File: config.mk
export PLATFORM = sky130hd
export DESIGN_NAME = rf_wb_arbiter
export DESIGN_NICKNAME = d
export VERILOG_FILES = /design/src/rtl/rf_wb_pkg.sv /design/src/rtl/rf_scoreboard.sv /design/src/rtl/rf_wb_arbiter.sv
export SDC_FILE = /design/constraint.sdc
export NUM_CORES = 1
export LEC_CHECK = 0
export ABC_AREA = 1
export CAP_MARGIN = 30
export CORE_UTILIZATION = 42
export DETAILED_ROUTE_END_ITERATION = 6
export GPL_TIMING_DRIVEN = 0
export PLACE_DENSITY = 0.95
export REMOVE_ABC_BUFFERS = 1
export SETUP_SLACK_MARGIN = 0.1
export SYNTH_ARGS = -nofsm -noshare
export SYNTH_HDL_FRONTEND = slang
export SYNTH_HIERARCHICAL = 1
export SYNTH_SLANG_ARGS = --single-unit
File: constraint.sdc
create_clock -name i_clk -period 5.05 [get_ports i_clk]
set_input_delay 1.01 -clock i_clk [delete_from_list [all_inputs] [get_ports i_clk]]
set_output_delay 1.01 -clock i_clk [all_outputs]
set_load 0.02 [all_outputs]
File: src/rtl/rf_wb_pkg.sv
// Shared types and sizes for the register-file writeback arbiter slice.
package rf_wb_pkg;

  localparam int unsigned XLEN     = 32'd32;
  localparam int unsigned REG_AW   = 32'd5;
  localparam int unsigned NUM_REGS = 32'd32;

  // Identifies a writeback requester; also the type of the round-robin pointer.
  typedef enum logic {
    REQ_A = 1'b0,
    REQ_B = 1'b1
  } req_id_t;

  // The requester that gets priority after the given one has been served.
  function automatic req_id_t other_req(input req_id_t id);
    case (id)
      REQ_A:   return REQ_B;
      REQ_B:   return REQ_A;
      default: return REQ_A;
    endcase
  endfunction

endpackage

File: src/rtl/rf_scoreboard.sv
// Per-register busy bits for RAW hazard detection. Register 0 is never busy.
// A reservation and a commit to the same register in one cycle leaves the bit
// set, because the reservation belongs to a newer producer. With BYPASS_EN the
// query ports report a register as free in the very cycle its commit happens.
module rf_scoreboard
  import rf_wb_pkg::*;
#(
  parameter bit BYPASS_EN = 1'b0
) (
  input  logic              clk,
  input  logic              rst_n,
  input  logic              set_en,
  input  logic [REG_AW-1:0] set_addr,
  input  logic              clr_en,
  input  logic [REG_AW-1:0] clr_addr,
  input  logic [REG_AW-1:0] q1_addr,
  output logic              q1_busy,
  input  logic [REG_AW-1:0] q2_addr,
  output logic              q2_busy
);

  logic [NUM_REGS-1:1] busy_r;
  logic [NUM_REGS-1:1] set_mask_s;
  logic [NUM_REGS-1:1] clr_mask_s;
  logic [NUM_REGS-1:1] busy_next_s;
  logic [NUM_REGS-1:0] busy_vec_s;

  assign busy_vec_s = {busy_r, 1'b0};

  // Decode set/clear requests into one-hot masks; set is applied after clear so it wins.
  always_comb begin
    set_mask_s = {(NUM_REGS-1){1'b0}};
    clr_mask_s = {(NUM_REGS-1){1'b0}};
    for (int i = 1; i < NUM_REGS; i++) begin
      set_mask_s[i] = set_en && (set_addr == REG_AW'(i));
      clr_mask_s[i] = clr_en && (clr_addr == REG_AW'(i));
    end
    busy_next_s = (busy_r & ~clr_mask_s) | set_mask_s;
  end

  // Busy bit storage, cleared asynchronously on reset.
  always_ff @(posedge clk or negedge rst_n) begin
    if (!rst_n) begin
      busy_r <= {(NUM_REGS-1){1'b0}};
    end else begin
      busy_r <= busy_next_s;
    end
  end

  assign q1_busy = busy_vec_s[q1_addr] & ~(BYPASS_EN & clr_en & (clr_addr == q1_addr));
  assign q2_busy = busy_vec_s[q2_addr] & ~(BYPASS_EN & clr_en & (clr_addr == q2_addr));

endmodule

File: src/rtl/rf_wb_arbiter.sv
// Round-robin arbiter sharing the register file write port between the
// execute unit (A) and the load unit (B), plus the busy scoreboard.
// Optional feature: define RF_WB_ARB_STATS_EN to build the saturating
// contention counter on o_stall_cnt; otherwise the port is tied to zero.
module rf_wb_arbiter
  import rf_wb_pkg::*;
#(
  parameter bit BYPASS_EN = 1'b0
) (
  input  logic              i_clk,
  input  logic              i_rst_n,
  input  logic              i_a_valid,
  input  logic [REG_AW-1:0] i_a_waddr,
  input  logic [XLEN-1:0]   i_a_wdata,
  output logic              o_a_ready,
  input  logic              i_b_valid,
  input  logic [REG_AW-1:0] i_b_waddr,
  input  logic [XLEN-1:0]   i_b_wdata,
  output logic              o_b_ready,
  input  logic              i_wb_hold,
  output logic              o_rd_wen,
  output logic [REG_AW-1:0] o_rd_waddr,
  output logic [XLEN-1:0]   o_rd_wdata,
  input  logic              i_rsv_en,
  input  logic [REG_AW-1:0] i_rsv_addr,
  input  logic [REG_AW-1:0] i_rs1_raddr,
  output logic              o_rs1_busy,
  input  logic [REG_AW-1:0] i_rs2_raddr,
  output logic              o_rs2_busy,
  output logic [XLEN-1:0]   o_stall_cnt
);

  req_id_t rr_ptr_r;
  req_id_t rr_ptr_next_s;
  logic    grant_en_s;
  logic    a_grant_s;
  logic    b_grant_s;
  logic    any_grant_s;

  // Grants are suppressed during reset as well as while writeback is held.
  assign grant_en_s  = i_rst_n & ~i_wb_hold;
  assign any_grant_s = a_grant_s | b_grant_s;

  // Round-robin pointer register.
  always_ff @(posedge i_clk or negedge i_rst_n) begin
    if (!i_rst_n) begin
      rr_ptr_r <= REQ_A;
    end else begin
      rr_ptr_r <= rr_ptr_next_s;
    end
  end

  // Pointer moves past whoever was served; holds when nobody was.
  always_comb begin
    rr_ptr_next_s = rr_ptr_r;
    if (a_grant_s) begin
      rr_ptr_next_s = other_req(REQ_A);
    end else if (b_grant_s) begin
      rr_ptr_next_s = other_req(REQ_B);
    end else begin
      rr_ptr_next_s = rr_ptr_r;
    end
  end

  // Zero-latency grant decision and write-port mux.
  always_comb begin
    a_grant_s  = 1'b0;
    b_grant_s  = 1'b0;
    o_rd_waddr = {REG_AW{1'b0}};
    o_rd_wdata = {XLEN{1'b0}};
    if (!grant_en_s) begin
      a_grant_s = 1'b0;
      b_grant_s = 1'b0;
    end else if (i_a_valid && i_b_valid) begin
      a_grant_s = (rr_ptr_r == REQ_A);
      b_grant_s = (rr_ptr_r == REQ_B);
    end else begin
      a_grant_s = i_a_valid;
      b_grant_s = i_b_valid;
    end
    if (a_grant_s) begin
      o_rd_waddr = i_a_waddr;
      o_rd_wdata = i_a_wdata;
    end else if (b_grant_s) begin
      o_rd_waddr = i_b_waddr;
      o_rd_wdata = i_b_wdata;
    end else begin
      o_rd_waddr = {REG_AW{1'b0}};
      o_rd_wdata = {XLEN{1'b0}};
    end
    o_a_ready = a_grant_s;
    o_b_ready = b_grant_s;
    // x0 writes complete the handshake but never reach the register file.
    o_rd_wen  = any_grant_s && (o_rd_waddr != {REG_AW{1'b0}});
  end

  rf_scoreboard #(
    .BYPASS_EN (BYPASS_EN)
  ) u_scoreboard (
    .clk      (i_clk),
    .rst_n    (i_rst_n),
    .set_en   (i_rsv_en),
    .set_addr (i_rsv_addr),
    .clr_en   (o_rd_wen),
    .clr_addr (o_rd_waddr),
    .q1_addr  (i_rs1_raddr),
    .q1_busy  (o_rs1_busy),
    .q2_addr  (i_rs2_raddr),
    .q2_busy  (o_rs2_busy)
  );

`ifdef RF_WB_ARB_STATS_EN
  logic [XLEN-1:0] stall_cnt_r;
  logic            stall_s;

  // A cycle counts as contention when any valid requester was left waiting.
  assign stall_s = (i_a_valid & ~a_grant_s) | (i_b_valid & ~b_grant_s);

  // Saturating contention counter.
  always_ff @(posedge i_clk or negedge i_rst_n) begin
    if (!i_rst_n) begin
      stall_cnt_r <= 32'h0;
    end else if (stall_s && (stall_cnt_r != 32'hFFFF_FFFF)) begin
      stall_cnt_r <= stall_cnt_r + 32'h1;
    end else begin
      stall_cnt_r <= stall_cnt_r;
    end
  end

  assign o_stall_cnt = stall_cnt_r;
`else
  assign o_stall_cnt = 32'h0;
`endif

endmodule
==> results.cfg, run 1 <==
[worst_setup_path]
r2r_slack_ns = 2.74
crit_path_max_fanout = 22
crit_required_ns = 4.04
worstSetupEndpointType = output port
reg2reg_to = u_scoreboard/busy_r[29]
startpoint = i_rst_n
startpoint_type = primary input
crit_end = o_rd_wen
path_class = primary input to output port
r2r_start = rr_ptr_r
r2r_cells = 9
arrival_ns = 3.59

[cts]
cts_root_buf = clkbuf_8
cts_sinks = 32
htree_levels = 2
clkLatencyLatePin_ns = 0.28
cts_setup_buffers = 0
clk_transition_reported_paths_ns = 0.06
cts_buffer_depth = 2
cts_tree = built
postCtsHoldBufs = 0
cts-buffers-inserted = 5

[placed_design]
port_buffers = 136
gp_congestion = 0.9182
dpl.hpwl_mm = 8.542
place_inst = 615

[power_and_ir_drop]
power.switching_w = 0.0003699
swShare_pct = 38.46
p_per_area_nw_per_um2 = 232.8
ir_drop_uv = 128.4
clock_power_share_pct = 18.9
p_leak_nw = 1.835
pwr-share-comb_pct = 41.8
power.internal_w = 0.0005920
sequentialPowerShare_pct = 39.4

[yosys]
synthTopCellsByArea = dfrtp_1 (28%), nand2_1 (16%), nand3_1 (8.9%)
synth.ff_latch_count = 32
netlist_area_um2 = 2855
yosysTopAreaCellShare_pct = 28.05
yosysTopAreaCell = dfrtp_1
syn_inst = 420
synth-seq-area-share_pct = 28.05
ys_warn_count = 6
netlist-cell-type-count = 21
syn_avg_cell_area_um2 = 6.798

[floorplanning]
rows = 29
fp.dieH_um = 84.45
dieWidth_um = 84.45
coreArea_um2 = 6459
boundaryPins = 169
start_util_pct = 44.21
die_area_um2 = 7132

[final_layout]
final_common_cell = clkdlybuf4s50_1
antenna_cells = 0
layout.nets = 640
syn_to_final_growth_pct = 44.74
final_cell_mix = clkdlybuf4s50_1 (135), nand2_1 (125), nand3_1 (51)
stdcell_count = 622
drive_gt1_share_pct = 5.138

[sta]
worstMarginPinSlew_ns = 0.7390
rsz0062_at_grt = no
fin_crit_ns = 4.602
report.final.hold_viol_count = 0
slew_headroom_pct = 50.58
drv_slew = 0
tns_ns = 0
clock_skew_ns = 0.003806
fmaxAchievable_ghz = 0.2173
fin_crit_sh_pct = 91.13
setup_violations = 0

[grt]
top_usage_layer = met2
gr-usage-met3_pct = 5.998
antenna_found_initial = 0
use_met1_pct = 34.55
met2_usage_pct = 56.41
grt_pass1_vias = 3280
grt_overflow_total = 0
grt_max_degree = 35
track_usage_pct = 30.34
grt_pass1_wl_mm = 16.79

[detailed_routing]
vias_per_cell = 5.516
drc = 7
ant_nets = 0
first_iter_violations = 378
routed_wl_mm = 10.53
vias = 3431
firstDrtPassIters = 7
wl_per_cell_um = 16.93

[run_status]
status = finished, violations left
violations = design-rule violations

[job]
drv_cap = 0

[hold_path]
hp-class = register to register
## registers in the layout (all words and copies together) (netlist names)
register	cells
rr_ptr_r	1
u_scoreboard/busy_r	31
## what timing repair did
action                                  in CTS  in global routing
gates resized for setup                      2                  1
endpoints found under the setup margin       1                  1
pin swaps                                    0                  0
## cells in the mapped netlist
library cell / count
a22o_1: 22
a22o_2: 10
buf_2: 2
buf_4: 32
buf_6: 12
clkbuf_1: 4
conb_1: 1
dfrtp_1: 32
inv_1: 31
inv_2: 3
inv_4: 1
inv_6: 2
nand2_1: 125
nand2_2: 2
nand3_1: 51
nand3_2: 2
nand4_1: 9
nor2_1: 14
nor2_8: 1
o21ai_0: 46
o21ai_1: 18
## worst min path at each step
stage	start	to	slack, ns	cells past startpoint
2_1_floorplan	u_scoreboard/busy_r[3]	u_scoreboard/busy_r[3]	0.47	2
3_3_place_gp	u_scoreboard/busy_r[7]	u_scoreboard/busy_r[7]	0.49	2
3_5_place_dp	u_scoreboard/busy_r[7]	u_scoreboard/busy_r[7]	0.51	2
4_1_cts	u_scoreboard/busy_r[7]	u_scoreboard/busy_r[7]	0.52	2
5_1_grt	u_scoreboard/busy_r[3]	u_scoreboard/busy_r[3]	0.58	2
6_report	u_scoreboard/busy_r[7]	u_scoreboard/busy_r[7]	0.53	2
## cell type report
cell class	count	area [um^2]
Clock inverter	1	5.005
Multi-Input combinational cell	332	1619
Inverter	37	151.4
Clock buffer	6	72.57
Timing Repair Buffer	137	1388
Sequential cell	32	800.8
Tap cell	77	96.34
Fill cell	555	2326
## worst max-delay path, cell delays in order
cell and delay, ns:
dlygate4sd2_1 0.60, buf_16 0.24, inv_1 0.11, nor2_8 0.16
nand3_2 0.10, o21ai_1 0.47, nor2_1 0.09, nand3_1 0.15
clkdlybuf4s50_1 0.66
## per-stage QoR
| step | utilization [%] | setup slack, ns | area, um^2 | total power (W) | hold slack, ns |
|---|---|---|---|---|---|
| after floorplan | - | 1.661 | 2571 | 0.0005716 | 0.4695 |
| after global placement | 62.38 | -0.5260 | 4029 | 0.0007530 | 0.4895 |
| after detailed placement | 62.81 | -0.01660 | 4056 | 0.0007741 | 0.5103 |
| after CTS | 63.99 | 0.3159 | 4133 | 0.0009533 | 0.5221 |
| after global routing | 63.99 | 0.2516 | 4133 | 0.001023 | 0.5798 |
| final | 63.99 | 0.4481 | 4133 | 0.0009619 | 0.5308 |
## routing by layer
metal / wire (um) / share of wire [%] / vias up
met2: 5488 / 52 / 230
met1: 3733 / 35 / 1578
met5: 0 / 0 / -
li1: - / - / 1597
met3: 1029 / 9.8 / 26
met4: 280 / 2.7 / 0
## power groups by stage
stage          combinational (W)  sequential (W)  clock (W)
4_1_cts                 0.000396        0.000375   0.000182
5_1_grt                 0.000441        0.000385   0.000197
2_1_floorplan           0.000216        0.000356          0
3_5_place_dp            0.000395        0.000379          0
3_3_place_gp            0.000377        0.000376          0
6_report                0.000402        0.000379   0.000181
## kinds of logic after synthesis
| family | count (synthesis) | synth area share (%) |
|---|---|---|
| flops | 32 | 28.05 |
| simple gates | 204 | 31.03 |
| compound gates | 96 | 21.47 |
| other cells | 1 | 0.1313 |
| buf+inv | 87 | 19.33 |
Note: power is estimated with default switching activity, not from simulation.
==> run 2, diff against run 1 <==
- CAP_MARGIN: 30 -> 20
- CORE_UTILIZATION: 42 -> 39
- PLACE_DENSITY: 0.95 -> 0.93
- TNS_END_PERCENT: not set -> 1
- clock period: 5.05 -> 4.7 ns (I/O delays scaled with it)
==> run 2 against run 1 <==
  * The flow now finishes without violations
  * Count of clock-buffer cells in the layout unchanged
  * Clock power is 19% higher
  * Final area is 0.70% higher
  * Total power is 8.7% higher
  * Register-to-register slack got worse by 0.40 ns
  * Utilization is 4.1 points lower
  * Critical path type unchanged
  * Largest cell class unchanged
==> results.cfg, run 2 (synthesized netlist as in run 1, its figures left out) <==
[hold_path]
hp-class = register to register
hp-start = u_scoreboard/busy_r[7]
hold_depth = 2
min_to = u_scoreboard/busy_r[7]

[grt]
top_usage_layer = met2
grt_pass1_wl_mm = 15.31
grt_overflow_total = 0
grt_pass1_vias = 3151
met2_usage_pct = 48.51
grt_max_degree = 35
antenna_found_initial = 0
gr-usage-met3_pct = 4.807
use_met1_pct = 29.36
track_usage_pct = 25.84

[final_layout]
antenna_cells = 0
final_common_cell = clkdlybuf4s50_1
stdcell_count = 642
fillerInstances = 631
largest_reg_flops = 31
final_cell_mix = clkdlybuf4s50_1 (135), nand2_1 (125), nand3_1 (51)
reg.largest.list = u_scoreboard/busy_r x31, rr_ptr_r x1
regMostFlops = u_scoreboard/busy_r
layout.nets = 640
syn_to_final_growth_pct = 45.75
multi_input_area_um2 = 1619
drive_gt1_share_pct = 5.678
seqCellArea_um2 = 800.8

[power_and_ir_drop]
power.switching_w = 0.0003951
swShare_pct = 37.78
ir_drop_uv = 125.8
power.internal_w = 0.0006508
pwr-share-comb_pct = 40.2
clock_power_share_pct = 20.7
sequentialPowerShare_pct = 39.1
p_per_area_nw_per_um2 = 251.3
p_leak_nw = 1.839

[worst_setup_path]
critPathBufInv = 3
arrival_ns = 3.40
r2r_cells = 9
startpoint = i_rst_n
r2r_slack_ns = 2.34
reg2reg_to = u_scoreboard/busy_r[22]
crit_chain = clkdlybuf4s15_2 > inv_1 > nor2_8 > nand3_2 > o21ai_0 > nor2_1 > nand3_1 > clkdlybuf4s50_1
crit_required_ns = 3.76
path_class = primary input to output port
r2r_start = rr_ptr_r
crit_path_max_fanout = 20
cp_slowest_cell = clkdlybuf4s50_1
startpoint_type = primary input
max_stage_delay_ns = 0.63
worstSetupEndpointType = output port
cp_top_family = buffers and inverters

[detailed_routing]
first_iter_violations = 222
vias_per_cell = 5.249
firstDrtPassIters = 5
ant_nets = 0
wl_per_cell_um = 15.22
drc = 0
routed_wl_mm = 9.770
vias = 3370

[cts]
cts-buffers-inserted = 5
clkLatencyLatePin_ns = 0.29
cts_sinks = 32
postCtsHoldBufs = 0
clk_transition_reported_paths_ns = 0.06
htree_levels = 2
cts_root_buf = clkbuf_8
cts_setup_buffers = 0
cts_buffer_depth = 2
cts_tree = built

[floorplanning]
die_area_um2 = 7668
fp.dieH_um = 87.57
coreArea_um2 = 6944
rows = 30
boundaryPins = 169
start_util_pct = 41.12
dieWidth_um = 87.57

[sta]
report.final.hold_viol_count = 0
rsz0062_at_grt = no
drv_slew = 0
clock_skew_ns = 0.004982
whs_ns = 0.5195
fin_crit_sh_pct = 92.33
worstMarginPinSlew_ns = 0.7291
fin_crit_ns = 4.340
setup_violations = 0
fmaxAchievable_ghz = 0.2304
slew_headroom_pct = 51.24

[job]
drv_cap = 0

[placed_design]
dpl.hpwl_mm = 7.805
place_inst = 634
gp_congestion = 0.8891
port_buffers = 136

[run_status]
status = finished clean
run 2: worst register-to-register path, delay by kind of cell (launching register included):
family	cells	cell delay, ns
AOI/OAI and AO/OA	3	1.00
buffers and inverters	1	0.07
DFF	1	0.37
and+or+nand+nor	5	0.78
run 2: what timing repair did:
item	4_1_cts	5_1_grt
resized for setup	3	1
setup endpoints to repair	36	1
pin swaps	0	0
run 2: power by group through the flow:
stage | registers [W] | logic (W) | clock network (W)
after floorplan | 0.000382 | 0.000232 | 0
after global placement | 0.000406 | 0.000401 | 0
after detailed placement | 0.000410 | 0.000416 | 0
after CTS | 0.000405 | 0.000418 | 0.000219
after global routing | 0.000414 | 0.000464 | 0.000233
final | 0.000409 | 0.000421 | 0.000216
run 2: layout make-up:
cell class	instances	share of cell area, %
multi-input combinational	332	38.91
tap	96	2.886
clock buffer	6	1.984
timing repair buffer	137	33.10
sequential	32	19.24
inverter	37	3.638
clock inverter	2	0.2405
run 2: metal layers:
layer	share of wire [%]	vias to the layer above
li1	-	1602
met1	38	1552
met2	53	192
met3	7.2	24
met4	2.4	0
met5	0	-
run 2: worst max-delay path by stage:
stage	endpoint	slack, ns	cells after the start
floorplan	o_rd_wen	1.45	6
global placement	o_rd_wen	-0.67	8
detailed placement	o_rd_wen	-0.30	8
CTS	o_rd_wen	0.35	8
global route	o_rd_wen	0.14	8
finish	o_rd_wen	0.36	8
run 2: metrics by stage:
stage | setup WS (ns) | power, W | area [um^2] | util [%] | TNS [ns]
5_1_grt | 0.1404 | 0.001110 | 4161 | 59.93 | 0
3_5_place_dp | -0.3039 | 0.0008260 | 4068 | 58.58 | -4.565
4_1_cts | 0.3526 | 0.001042 | 4161 | 59.93 | 0
6_report | 0.3603 | 0.001046 | 4161 | 59.93 | 0
2_1_floorplan | 1.451 | 0.0006142 | 2571 | - | 0
3_3_place_gp | -0.6706 | 0.0008065 | 4053 | 58.36 | -17.43
==> run 3, diff against run 2 <==
- CTS_BUF_LIST: not set -> sky130_fd_sc_hd__clkbuf_16
==> run 3 against run 2 <==
  * Flip-flop and latch count did not move
  * First-iteration DRC count rose by 24%
  * Combinational power barely moved
  * Routed wire length rose by 0.34%
  * Non-clock buffer count did not move
  * Total power rose by 8.2%
  * Critical path depth did not move
  * Fmax rose by 0.50%
  * Critical endpoint unchanged
==> results.cfg, run 3 (synthesized netlist as in run 1, its figures left out) <==
[sta]
drv_slew = 0
fin_crit_ns = 4.318
fmaxAchievable_ghz = 0.2316
clock_skew_ns = 0.002605
fin_crit_sh_pct = 91.88
whs_ns = 0.5479
worstMarginPinSlew_ns = 0.7155
slew_headroom_pct = 52.15
setup_violations = 0
report.final.hold_viol_count = 0
rsz0062_at_grt = no
tns_ns = 0

[worst_setup_path]
max_stage_delay_ns = 0.63
crit_path_max_fanout = 20
crit_required_ns = 3.76
startpoint_type = primary input
path_class = primary input to output port
arrival_ns = 3.38
worstSetupEndpointType = output port
critPathBufInv = 3
cp_top_family = buffers and inverters
crit_chain = clkdlybuf4s15_2 > inv_1 > nor2_8 > nand3_2 > o21ai_0 > nor2_1 > nand3_1 > clkdlybuf4s50_1
cp_slowest_cell = clkdlybuf4s50_1

[cts]
cts-buffers-inserted = 5
htree_levels = 2
cts_buffer_depth = 2
cts_tree = built
clk_transition_reported_paths_ns = 0.05
clkLatencyLatePin_ns = 0.27
cts_root_buf = clkbuf_16
ctsResizeCount = 3
postCtsHoldBufs = 0
cts_sinks = 32
cts_setup_buffers = 0

[floorplanning]
dieWidth_um = 87.57
boundaryPins = 169
start_util_pct = 41.12
rows = 30
fp.dieH_um = 87.57
coreArea_um2 = 6944
die_area_um2 = 7668

[final_layout]
antenna_cells = 0
post-route-cell-area_um2 = 4208
stdcell_count = 642
multi_input_area_um2 = 1619
regMostFlops = u_scoreboard/busy_r
final_cell_mix = clkdlybuf4s50_1 (135), nand2_1 (125), nand3_1 (51)
reg.largest.list = u_scoreboard/busy_r x31, rr_ptr_r x1
final_common_cell = clkdlybuf4s50_1
fillerInstances = 618
seqCellArea_um2 = 800.8
syn_to_final_growth_pct = 47.37
layout.nets = 640
largest_reg_flops = 31
drive_gt1_share_pct = 5.495

[power_and_ir_drop]
pwr-share-comb_pct = 37.3
ir_drop_uv = 164.0
p_per_area_nw_per_um2 = 269.0
swShare_pct = 35.81
power_w = 0.001132
power.internal_w = 0.0007266
clock_power_share_pct = 26.6
p_leak_nw = 1.859
power.switching_w = 0.0004053
sequentialPowerShare_pct = 36.1

[grt]
antenna_found_initial = 0
grt_pass1_wl_mm = 15.33
track_usage_pct = 25.88
grt_pass1_vias = 3198
grt_overflow_total = 0
grt_max_degree = 35

[placed_design]
placed_cell_area_um2 = 4068
gp_congestion = 0.8891
dpl.hpwl_mm = 7.805
place_inst = 634
port_buffers = 136

[detailed_routing]
firstDrtPassIters = 5
ant_nets = 0
vias_per_cell = 5.288
routed_wl_mm = 9.803
first_iter_violations = 275
vias = 3395
drc = 0
wl_per_cell_um = 15.27

[run_status]
status = finished clean

[hold_path]
hp-class = register to register

[job]
drv_cap = 0
==> run 3: per-layer routing <==
metal	share of wire, %	GRT usage (%)
met1	37	28.71
met2	52	48.58
met3	8.4	5.749
met4	2.4	8.793
met5	0	0
==> run 3: cell type report <==
cell class / instances / area share [%]
Clock buffer: 5 / 2.974
Clock inverter: 3 / 0.3271
Inverter: 37 / 3.598
Multi-Input combinational cell: 332 / 38.48
Sequential cell: 32 / 19.03
Tap cell: 96 / 2.855
Timing Repair Buffer: 137 / 32.74
==> run 3: worst min-delay path, delay by kind of cell, from the launching register on <==
kind,cells,cell delay (ns)
AO/OA/AOI/OAI,2,0.15
flip-flops,1,0.36
==> run 3: power by group through the flow <==
stage,registers [W],logic [W],clock network (W)
after floorplan,0.000382,0.000232,0
after global placement,0.000406,0.000401,0
after detailed placement,0.000410,0.000416,0
after CTS,0.000406,0.000419,0.000307
after global routing,0.000416,0.000464,0.000319
final,0.000409,0.000422,0.000301
==> run 3: path summary, 6_finish.rpt <==
check / start / end / slack [ns] / cells past startpoint
setup / recovery: i_rst_n / o_rd_wen / 0.38 / 8
hold / removal: u_scoreboard/busy_r[5] / u_scoreboard/busy_r[5] / 0.55 / 2
setup reg to reg: rr_ptr_r / u_scoreboard/busy_r[30] / 2.39 / 9
hold reg to reg: u_scoreboard/busy_r[5] / u_scoreboard/busy_r[5] / 0.55 / 2
max in group asynchronous: i_rst_n / u_scoreboard/busy_r[27] / 3.50 / 2
min in group asynchronous: i_rst_n / u_scoreboard/busy_r[2] / 0.72 / 1
==> run 3: stage by stage <==
stage / utilization, % / setup slack [ns]
after floorplan: - / 1.451
after global placement: 58.36 / -0.6706
after detailed placement: 58.58 / -0.3039
after CTS: 60.59 / 0.3526
after global routing: 60.59 / 0.1280
final: 60.59 / 0.3818
